**config.mk**
```make
export PLATFORM = sky130hd
export DESIGN_NAME = q_learning_scheduler
export DESIGN_NICKNAME = d
export VERILOG_FILES = /design/src/rtl/q_learning_scheduler.sv
export SDC_FILE = /design/constraint.sdc
export NUM_CORES = 1
export LEC_CHECK = 0
export ABC_AREA = 1
export BUFFER_PORTS_ARGS = -buffer_cell sky130_fd_sc_hd__buf_2
export CAP_MARGIN = 40
export CORE_ASPECT_RATIO = 0.8
export CORE_MARGIN = 2
export CORE_UTILIZATION = 60
export CTS_BUF_LIST = sky130_fd_sc_hd__clkbuf_8 sky130_fd_sc_hd__clkbuf_16
export CTS_CLUSTER_DIAMETER = 200
export DETAILED_ROUTE_END_ITERATION = 10
export GPL_ROUTABILITY_DRIVEN = 0
export GPL_TIMING_DRIVEN = 0
export PLACE_DENSITY = 0.8
export SLEW_MARGIN = 25
export SYNTH_ARGS = -nofsm -noshare
export SYNTH_HDL_FRONTEND = slang
export SYNTH_SLANG_ARGS = --single-unit
```
**constraint.sdc**
```tcl
create_clock -name clk -period 3.4 [get_ports clk]
set_clock_uncertainty 0.15 [all_clocks]
set_input_delay 0.68 -clock clk [delete_from_list [all_inputs] [get_ports clk]]
set_output_delay 0.68 -clock clk [all_outputs]
set_load 0.1 [all_outputs]
```
**src/rtl/q_learning_scheduler.sv**
```systemverilog
// Q-learning update scheduler.
// Buffers environment transitions, issues them to the Q-learning core one per
// cycle, and holds back any transition whose state or next state collides with
// an update still outstanding in the core. A dump request drains the core and
// then pulses the table write-out.
//
// Handshake: an input transition moves only on a clock edge where s_valid and
// s_ready are both high. The core sees one o_core_valid pulse per issue and
// answers with one i_core_done pulse per issue, in issue order.
module q_learning_scheduler #(
  parameter int STATES_WIDTH  = 4,
  parameter int ACTIONS_WIDTH = 2,
  parameter int DATA_WIDTH    = 16,
  parameter int FIFO_DEPTH    = 4,
  parameter int MAX_INFLIGHT  = 4,
  localparam int CNT_W        = $clog2(MAX_INFLIGHT + 1)
) (
  input  logic                     clk,
  input  logic                     rst_n,
  input  logic                     i_enable,
  input  logic                     s_valid,
  output logic                     s_ready,
  input  logic [STATES_WIDTH-1:0]  s_st,
  input  logic [STATES_WIDTH-1:0]  s_next_st,
  input  logic [ACTIONS_WIDTH-1:0] s_at,
  input  logic [DATA_WIDTH-1:0]    s_rt,
  output logic                     o_core_valid,
  output logic [STATES_WIDTH-1:0]  o_core_st,
  output logic [STATES_WIDTH-1:0]  o_core_next_st,
  output logic [ACTIONS_WIDTH-1:0] o_core_at,
  output logic [DATA_WIDTH-1:0]    o_core_rt,
  input  logic                     i_core_done,
  input  logic                     i_dump_req,
  output logic                     o_write_file_en,
  output logic [CNT_W-1:0]         o_inflight_cnt,
  output logic [31:0]              o_update_cnt,
  output logic                     o_busy,
  output logic [1:0]               o_fsm_state
);

  localparam int AW = (FIFO_DEPTH > 1) ? $clog2(FIFO_DEPTH) : 1;
  localparam int IW = (MAX_INFLIGHT > 1) ? $clog2(MAX_INFLIGHT) : 1;
  localparam logic [AW:0]      FIFO_FULL_CNT = (AW + 1)'(FIFO_DEPTH);
  localparam logic [CNT_W-1:0] MAX_CNT       = CNT_W'(MAX_INFLIGHT);
  localparam logic [IW-1:0]    IFL_LAST      = IW'(MAX_INFLIGHT - 1);

  typedef enum logic [1:0] {
    ST_RUN   = 2'd0,
    ST_DRAIN = 2'd1,
    ST_DUMP  = 2'd2
  } state_e;

  state_e state_q, state_d;

  // Input transition FIFO
  logic [STATES_WIDTH-1:0]  fifo_st_q [FIFO_DEPTH];
  logic [STATES_WIDTH-1:0]  fifo_nx_q [FIFO_DEPTH];
  logic [ACTIONS_WIDTH-1:0] fifo_at_q [FIFO_DEPTH];
  logic [DATA_WIDTH-1:0]    fifo_rt_q [FIFO_DEPTH];
  logic [AW-1:0]            fifo_wr_q, fifo_rd_q;
  logic [AW:0]              fifo_cnt_q, fifo_cnt_d;
  logic                     fifo_full, fifo_empty, push, ready_q;

  // In-flight queue (updates issued to the core, not yet done)
  logic [STATES_WIDTH-1:0]  ifl_st_q [MAX_INFLIGHT];
  logic [DATA_WIDTH-1:0]    ifl_rt_q [MAX_INFLIGHT];
  logic [MAX_INFLIGHT-1:0]  ifl_vld_q;
  logic [IW-1:0]            ifl_wr_q, ifl_rd_q;
  logic [CNT_W-1:0]         ifl_cnt_q, ifl_cnt_d;
  logic [DATA_WIDTH-1:0]    last_rt_q;

  logic                     issue, hazard, done_acc;
  logic [31:0]              upd_cnt_q;
  logic                     core_valid_q;
  logic [STATES_WIDTH-1:0]  core_st_q, core_nx_q;
  logic [ACTIONS_WIDTH-1:0] core_at_q;

  assign fifo_full  = (fifo_cnt_q == FIFO_FULL_CNT);
  assign fifo_empty = (fifo_cnt_q == '0);
  // ready_q keeps s_ready low while reset is asserted
  assign s_ready    = ready_q & ~fifo_full;
  assign push       = s_valid & s_ready;
  // A done with nothing outstanding is a stray pulse and is dropped
  assign done_acc   = i_core_done & (ifl_cnt_q != '0);

  // Hazard: head collides with any outstanding update, including one retiring now
  always_comb begin
    hazard = 1'b0;
    for (int i = 0; i < MAX_INFLIGHT; i++) begin
      if (ifl_vld_q[i] && ((ifl_st_q[i] == fifo_st_q[fifo_rd_q]) ||
                           (ifl_st_q[i] == fifo_nx_q[fifo_rd_q]))) begin
        hazard = 1'b1;
      end
    end
  end

  // Issue decision for the FIFO head
  always_comb begin
    issue = (state_q == ST_RUN) && i_enable && !fifo_empty &&
            (ifl_cnt_q < MAX_CNT) && !hazard;
  end

  // Occupancy bookkeeping for both queues
  always_comb begin
    fifo_cnt_d = fifo_cnt_q;
    case ({push, issue})
      2'b10:   fifo_cnt_d = fifo_cnt_q + (AW + 1)'(1);
      2'b01:   fifo_cnt_d = fifo_cnt_q - (AW + 1)'(1);
      default: fifo_cnt_d = fifo_cnt_q;
    endcase
    ifl_cnt_d = ifl_cnt_q;
    case ({issue, done_acc})
      2'b10:   ifl_cnt_d = ifl_cnt_q + CNT_W'(1);
      2'b01:   ifl_cnt_d = ifl_cnt_q - CNT_W'(1);
      default: ifl_cnt_d = ifl_cnt_q;
    endcase
  end

  // FIFO payload storage; contents are only read when the entry is occupied
  always_ff @(posedge clk) begin
    if (push) begin
      fifo_st_q[fifo_wr_q] <= s_st;
      fifo_nx_q[fifo_wr_q] <= s_next_st;
      fifo_at_q[fifo_wr_q] <= s_at;
      fifo_rt_q[fifo_wr_q] <= s_rt;
    end
  end

  // In-flight payload storage; guarded by ifl_vld_q
  always_ff @(posedge clk) begin
    if (issue) begin
      ifl_st_q[ifl_wr_q] <= fifo_st_q[fifo_rd_q];
      ifl_rt_q[ifl_wr_q] <= fifo_rt_q[fifo_rd_q];
    end
  end

  // Pointers, counters, valid bits and registered core outputs
  always_ff @(posedge clk or negedge rst_n) begin
    if (!rst_n) begin
      ready_q      <= 1'b0;
      fifo_wr_q    <= '0;
      fifo_rd_q    <= '0;
      fifo_cnt_q   <= '0;
      ifl_vld_q    <= '0;
      ifl_wr_q     <= '0;
      ifl_rd_q     <= '0;
      ifl_cnt_q    <= '0;
      last_rt_q    <= '0;
      upd_cnt_q    <= '0;
      core_valid_q <= 1'b0;
      core_st_q    <= '0;
      core_nx_q    <= '0;
      core_at_q    <= '0;
    end else begin
      ready_q    <= 1'b1;
      fifo_cnt_q <= fifo_cnt_d;
      ifl_cnt_q  <= ifl_cnt_d;
      if (push)  fifo_wr_q <= fifo_wr_q + AW'(1);
      if (issue) fifo_rd_q <= fifo_rd_q + AW'(1);
      if (issue) begin
        ifl_vld_q[ifl_wr_q] <= 1'b1;
        ifl_wr_q <= (ifl_wr_q == IFL_LAST) ? '0 : ifl_wr_q + IW'(1);
      end
      if (done_acc) begin
        ifl_vld_q[ifl_rd_q] <= 1'b0;
        ifl_rd_q  <= (ifl_rd_q == IFL_LAST) ? '0 : ifl_rd_q + IW'(1);
        last_rt_q <= ifl_rt_q[ifl_rd_q];
        upd_cnt_q <= upd_cnt_q + 32'd1;
      end
      core_valid_q <= issue;
      if (issue) begin
        core_st_q <= fifo_st_q[fifo_rd_q];
        core_nx_q <= fifo_nx_q[fifo_rd_q];
        core_at_q <= fifo_at_q[fifo_rd_q];
      end
    end
  end

  // FSM state register
  always_ff @(posedge clk or negedge rst_n) begin
    if (!rst_n) state_q <= ST_RUN;
    else        state_q <= state_d;
  end

  // FSM next state; a dump request with nothing outstanding skips DRAIN
  always_comb begin
    state_d = state_q;
    case (state_q)
      ST_RUN:   if (i_dump_req) state_d = (ifl_cnt_d == '0) ? ST_DUMP : ST_DRAIN;
      ST_DRAIN: if (ifl_cnt_q == '0) state_d = ST_DUMP;
      ST_DUMP:  state_d = ST_RUN;
      default:  state_d = ST_RUN;
    endcase
  end

  // FSM outputs
  always_comb begin
    o_write_file_en = (state_q == ST_DUMP);
    o_fsm_state     = state_q;
  end

  // Reward of the oldest outstanding update, or the last retired one when idle
  always_comb begin
    o_core_rt = ifl_vld_q[ifl_rd_q] ? ifl_rt_q[ifl_rd_q] : last_rt_q;
  end

  assign o_core_valid   = core_valid_q;
  assign o_core_st      = core_st_q;
  assign o_core_next_st = core_nx_q;
  assign o_core_at      = core_at_q;
  assign o_inflight_cnt = ifl_cnt_q;
  assign o_update_cnt   = upd_cnt_q;
  assign o_busy         = !fifo_empty || (ifl_cnt_q != '0);

endmodule

```
Word level (Yosys, flattened, before mapping)
Memories as Yosys holds them, arrays and structs flattened. A register that Yosys moved wholly into a read port is not among the register bits.
Cells that the tools add are included.
{"block": "op_classes", "n_addsub": 9, "order_cmp": 5, "n_eq_ne": 19, "muxes": 25, "n_bitwise": 7, "reduce_logical": 25}
{"op": "$add 32x1->32 const B", "n": 1}
{"op": "$eq 4x4->1", "n": 8}
{"op": "$mux 16", "n": 1}
{"op": "$pmux 3 s2", "n": 2}
{"op": "$mux 1", "n": 11}
{"op": "$eq 2x2->1 const B", "n": 5}
{"op": "$logic_and 1x1->1", "n": 10}
{"op": "$mux 2", "n": 5}
{"op": "$logic_not 3->1", "n": 3}
{"op": "$add 2x1->2 const B", "n": 4}
{"op": "$mux 4", "n": 2}
{"op": "$add 3x1->3 const B", "n": 2}
{"op": "$eq 2x1->1 const B", "n": 3}
{"op": "$lt 2x3->1 const B", "n": 2}
{"op": "$sub 3x1->3 const B", "n": 2}
{"op": "$logic_or 1x1->1", "n": 5}
{"op": "$and 4x4->4", "n": 1}
{"op": "$demux 1 s2", "n": 2}
{"op": "$ge 2x1->1 const B", "n": 2}
{"op": "$ne 2x2->1 const B", "n": 2}
{"op": "$not 4->4", "n": 1}
{"op": "$or 4x4->4", "n": 1}
{"op": "$pmux 2 s2", "n": 1}
{"op": "$and 1x1->1", "n": 3}
{"op": "other kinds (9)", "n": 11}
{"block": "totals", "ff_bits": 78, "ramBits": 184, "output_inout_bits": 67, "wordCells": 110, "n_memories": 6}
{"name": "fifo_rt_q", "depth": 4, "word_bits": 16, "read_ports": 1, "rd_ports_with_merged_regs": 0, "wr": 1, "line": "59", "text": "logic [DATA_WIDTH-1:0] fifo_rt_q [FIFO_DEPTH];"}
{"name": "ifl_rt_q", "depth": 4, "word_bits": 16, "read_ports": 1, "rd_ports_with_merged_regs": 0, "wr": 1, "line": "66", "text": "logic [DATA_WIDTH-1:0] ifl_rt_q [MAX_INFLIGHT];"}
{"name": "fifo_nx_q", "depth": 4, "word_bits": 4, "read_ports": 1, "rd_ports_with_merged_regs": 0, "wr": 1, "line": "57", "text": "logic [STATES_WIDTH-1:0] fifo_nx_q [FIFO_DEPTH];"}
{"name": "fifo_st_q", "depth": 4, "word_bits": 4, "read_ports": 1, "rd_ports_with_merged_regs": 0, "wr": 1, "line": "56", "text": "logic [STATES_WIDTH-1:0] fifo_st_q [FIFO_DEPTH];"}
{"name": "ifl_st_q", "depth": 4, "word_bits": 4, "read_ports": 4, "rd_ports_with_merged_regs": 0, "wr": 1, "line": "65", "text": "logic [STATES_WIDTH-1:0] ifl_st_q [MAX_INFLIGHT];"}
{"name": "fifo_at_q", "depth": 4, "word_bits": 2, "read_ports": 1, "rd_ports_with_merged_regs": 1, "wr": 1, "line": "58", "text": "logic [ACTIONS_WIDTH-1:0] fifo_at_q [FIFO_DEPTH];"}

Logic depth before layout (Yosys ltp)
An unclocked memory read counts as a cell.
{"block": "logic_depth", "depth_word": 16, "ltp_mapped": 25, "mapped_depth_nobuf": 22}

Least setup slack after synthesis
Ideal clock, no wire load.
{"block": "synth_path", "path_kind": "reg-to-reg", "start": "register fifo_cnt_q[1]", "end": "memory fifo_at_q[0][0], enable pin", "setup_ns": 0.409, "arrival_ns": 3.930, "setup_slack_ns": -1.089, "path_stages_with_launch": 5, "period_less_slack_ns": 4.489, "path_cell_list": "dfrtp_1 -> inv_1 -> a31oi_1 -> nand2_1 -> nor2_1"}
{"block": "synth_between", "elab_chain_len": 6}
{"element": "start, declared", "line": "61", "text": "logic [AW:0] fifo_cnt_q, fifo_cnt_d;"}
{"element": "start signal, assigned", "line": "156", "text": "fifo_cnt_q <= fifo_cnt_d;"}
{"element": "$eq 3x3->1", "line": "78", "text": "assign fifo_full = (fifo_cnt_q == FIFO_FULL_CNT);"}
{"element": "$not 1->1", "line": "81", "text": "assign s_ready = ready_q & ~fifo_full;"}
{"element": "$and 1x1->1", "line": "81"}
{"element": "via s_ready", "line": "22", "text": "output logic s_ready,"}
{"element": "$and 1x1->1", "line": "82", "text": "assign push = s_valid & s_ready;"}
{"element": "$mux 1", "line": "121", "text": "if (push) begin"}
{"element": "$mux 1 (not written as such)", "line": "124", "text": "fifo_at_q[fifo_wr_q] <= s_at;"}
{"element": "end, declared", "line": "58"}
The timed path passes the listed nets, and every way through them passes these cells.

Worst setup path in the final report
{"block": "layout_path", "start": "register fifo_rd_q[0]", "end": "register state_q[1], in the netlist o_fsm_state[1]"}
{"block": "layout_between", "elab_chain_len": 16, "word_cells_on_any_way": 31, "cone_classes": "10 x eq/ne; 8 x mux; 11 x reduce/logical; 2 x memory"}
{"element": "start, declared", "line": "60", "text": "logic [AW-1:0] fifo_wr_q, fifo_rd_q;"}
{"element": "start signal, assigned", "line": "159", "text": "if (issue) fifo_rd_q <= fifo_rd_q + AW'(1);"}
{"element": "$mem_v2 4x4, on equally long branches"}
{"element": "$eq 4x4->1, on equally long branches", "line": "90, 91"}
{"element": "$logic_or 1x1->1", "line": "90", "text": "if (ifl_vld_q[i] && ((ifl_st_q[i] == fifo_st_q[fifo_rd_q]) ||"}
{"element": "$logic_and 1x1->1", "line": "90"}
{"element": "$mux 1 (3 in a row)", "line": "90"}
{"element": "$mux 1 (*)", "line": "90"}
{"element": "$logic_not 1->1 (*)", "line": "100", "text": "(ifl_cnt_q < MAX_CNT) && !hazard;"}
{"element": "$logic_and 1x1->1 (*)", "line": "100"}
{"element": "$eq 2x1->1 / $eq 2x2->1 (equally long branches)", "line": "112", "text": "case ({issue, done_acc})"}
{"element": "$pmux 3 s2 (*)", "line": "112"}
{"element": "via ifl_cnt_d[2]", "line": "69", "text": "logic [CNT_W-1:0] ifl_cnt_q, ifl_cnt_d;"}
{"element": "$logic_not 3->1 (*)", "line": "189", "text": "ST_RUN: if (i_dump_req) state_d = (ifl_cnt_d == '0) ? ST_DUMP : ST_DRAIN;"}
{"element": "$mux 2 (*) (2 in a row)", "line": "189"}
{"element": "$pmux 2 s2 (*)", "line": "188", "text": "case (state_q)"}
{"element": "end signal, assigned", "line": "182", "text": "else state_q <= state_d;"}
{"element": "end, declared", "line": "53", "text": "state_e state_q, state_d;"}
The timed path passes the listed nets; every way through them passes the cells marked *. The select of a mux whose other input is x is not followed.
A chain may end at the register's enable or synchronous reset.

==> summary.txt <==
Setup path
  • Worst path required time: 3.72 ns
  • Crit path max-delay family: simple AND/OR/NAND/NOR gates
  • Crit-path cells: buf_6, buf_12, nand2_1, nand3_2, nand2_2, xor2_1, nand3_2, a21oi_4, nor2_4, nand2_4, ha_4, inv_4, fa_2, a21oi_2, o21ai_1, xor2_1, nor3_2, o21ai_1, nor2_1
  • CP arrival: 3.66 ns
  • Kind of critical path: reg -> reg
  • CP peak stage delay: 0.38 ns
  • Worst setup EP type: register
  • CP Launch Type: register
  • Slowest cell on crit path: fa_2
  • Crit-path max FO: 5
  • Crit path buf inv count: 3

Timing
  • Worst slew margin: 58.2%
  • Tmin final: 3.34 ns
  • Slew @ Worst Pin: 0.626 ns
  • Number of setup violations in the final report: 0
  • F_max: 300 MHz
  • Fin. Hold Viols: 0
  • Count of pins over their slew limit: 0
  • Worst hold margin: 0.191 ns
  • RSZ-0062 raised after global routing: yes
  • Period utilization: 98.1%
  • Worst setup margin: 0.0650 ns

Floorplanning
  • Core ar.: 0.0190 sq mm
  • Starting Density: 61.3%
  • Die width: 160 microns
  • I/O pins: 99
  • Total die area: 0.0205 sq mm
  • Die height: 128 microns
  • Rows: 45

Layout
  • Area growth from synthesis to layout: 20.2%
  • Final nets: 1219
  • N_diodes: 0
  • Filler Cell Count: 1241
  • Layout cells sized above 1: 24.7%

Placed design
  • Worst slack at placement: -0.224 ns
  • PortBufs: 98
  • HPWL Detailed: 17.0 mm

Logic synthesis
  • Synthesized area: 0.0116 sq mm
  • Synth top area share: 47.5%
  • Syn Inst Count: 1020
  • Cell taking the most area after synthesis: edfxtp_1
  • Syn nets: 1069
  • Distinct cells, synth: 40
  • Post-synthesis sequential area ratio: 64.8%
  • Ys Warns: 0
  • Area contributors post-synth: edfxtp_1 48%, dfrtp_1 17%, nand2_1 5.4%
  • Syn Area/Cell: 11.4 sq um
  • Register bit total from synthesis: 264

Clocking
  • Insertion delay to the later sink of the worst-skew pair: 0.55 ns
  • Root Driver: clkbuf_16
  • Clk buf depth: 3
  • CTS HTree Levels: 1
  • CTS buffer count: 26
  • Clock Sinks: 264
  • CTS tree: done
  • Clock transition at path regs: 0.06 ns

Route
  • DRT Pass-1 Iters: 7
  • DRT antenna net count: 0
  • DRT Wirelength: 25.6 mm
  • Routed vias/inst: 5.54
  • Iter 0 DRT Violations: 904
  • Avg WL per Cell: 17.7 microns
  • Vias: 8017
  • DRC viols: 0

Pwr
  • Peak supply drop: 0.000925 V
  • PwrDens: 1050 mW/mm^2
  • Pleak: 5.81 nW

Global route
  • Initial antenna violation count: 0
  • GR Overflow Total: 0
  • First-pass GRT wire length: 40.9 mm
  • GRT Overall Usage: 25.4%
  • Pin count of the biggest net entering global routing: 53
  • Vias in the first global route: 7893

Run
  • MaxCap Viol Count: 0

Run status
  • Status: completed

Min path
  • Hold Path Class: in -> reg
power by group:
| part | internal (mW) | switching [mW] | leakage [nW] | total, mW |
|---|---|---|---|---|
| clock | 1.60 | 1.20 | 0.446 | 2.81 |
| combinational | 1.95 | 5.45 | 2.70 | 7.40 |
| sequential | 4.21 | 0.304 | 2.66 | 4.51 |
| total | 7.76 | 6.96 | 5.81 | 14.7 |
cell type report:
cell class | instances | area, sq um | share of cell area [%]
sequential | 264 | 7530 | 53.9
multi-input combinational | 631 | 3720 | 26.6
timing repair buffer | 125 | 952 | 6.82
clock buffer | 35 | 774 | 5.54
inverter | 88 | 353 | 2.53
tap | 258 | 323 | 2.31
buffer | 34 | 231 | 1.66
clock inverter | 12 | 87.6 | 0.627
worst paths after layout:
check / startpoint / to / slack (ns) / cells past startpoint
max: fifo_rd_q[0] / o_fsm_state[1] / 0.06 / 19
min: s_rt[3] / fifo_rt_q[1][3] / 0.19 / 1
max reg2reg: fifo_rd_q[0] / o_fsm_state[1] / 0.06 / 19
min reg2reg: o_core_st[2] / o_core_st[2] / 0.33 / 2
max in group asynchronous: rst_n / o_inflight_cnt[2] / 2.05 / 3
min in group asynchronous: rst_n / o_core_st[0] / 0.45 / 2
cells by family after synthesis:
group,count (synthesis),share of synthesized area [%]
AND/OR/NAND/NOR,404,17.2
flip-flops,264,64.8
AO/OA/AOI/OAI,169,8.17
buffers and inverters,125,4.76
XOR/XNOR,40,3.08
adder cells (fa/ha/maj),17,1.96
other,1,0.0323
synthesized netlist by cell type, drive strengths merged:
| cell type | number |
|---|---|
| a21boi | 1 |
| nand4 | 8 |
| ha | 15 |
| nor3 | 10 |
| xnor2 | 15 |
| a31oi | 1 |
| nor2 | 116 |
| inv | 88 |
| edfxtp | 184 |
| o22ai | 35 |
| buf | 10 |
| clkbuf | 27 |
| dfrtp | 80 |
| nand3 | 61 |
| nand3b | 4 |
| o21ai | 119 |
| xor2 | 25 |
| nand2 | 200 |
| fa | 2 |
| conb | 1 |
| nor4 | 4 |
| or3 | 1 |
| o32ai | 1 |
| a21oi | 12 |
cell usage in the layout, fill, tap and decap left out, types with 19 or more instances in the layout:
master,n
nand3_1,44
o22ai_1,29
clkbuf_16,26
edfxtp_1,184
xor2_1,24
nor2_1,104
o21ai_0,92
dfrtp_1,75
buf_2,82
buf_4,23
nand2_2,19
nand2_1,165
inv_1,86
per-layer routing:
metal | global-route usage (%) | vias to the layer above | wire length, microns
met4 | 7.97 | 0 | 577
met2 | 41.6 | 308 | 12200
met3 | 3.77 | 40 | 1790
met1 | 35.8 | 3878 | 11100
met5 | 0 | - | 0
li1 | - | 3791 | -
state kept, by name (all words and copies together) (netlist names), 3 cells and up:
name,flops
fifo_at_q,8
fifo_cnt_q,3
fifo_nx_q,16
fifo_rt_q,64
fifo_st_q,16
ifl_rt_q,64
ifl_st_q,16
ifl_vld_q,4
last_rt_q,16
o_core_next_st,4
o_core_st,4
o_inflight_cnt,3
o_update_cnt,32
through the flow:
step,cell area (sq um),TNS [ns],utilization (%),cells,power [mW]
final,14000,0,73.6,1447,14.7
after global routing,14000,-0.122,73.6,1447,15.4
after CTS,13800,0,72.5,1438,14.5
after detailed placement,12600,-0.640,66.6,1383,11.1
after global placement,12500,-0.412,65.6,1376,10.9
after floorplan,11600,-9.51,-,1020,9.66
repair_timing:
item	CTS	global route
setup endpoints to repair	18	19
gates cloned	1	0
resized for setup	67	39
pin swaps	7	18
hold buffers	1	0
endpoints found under the hold margin	28	0
setup buffers	7	9
No activity file was read; power rests on OpenSTA's default activity.
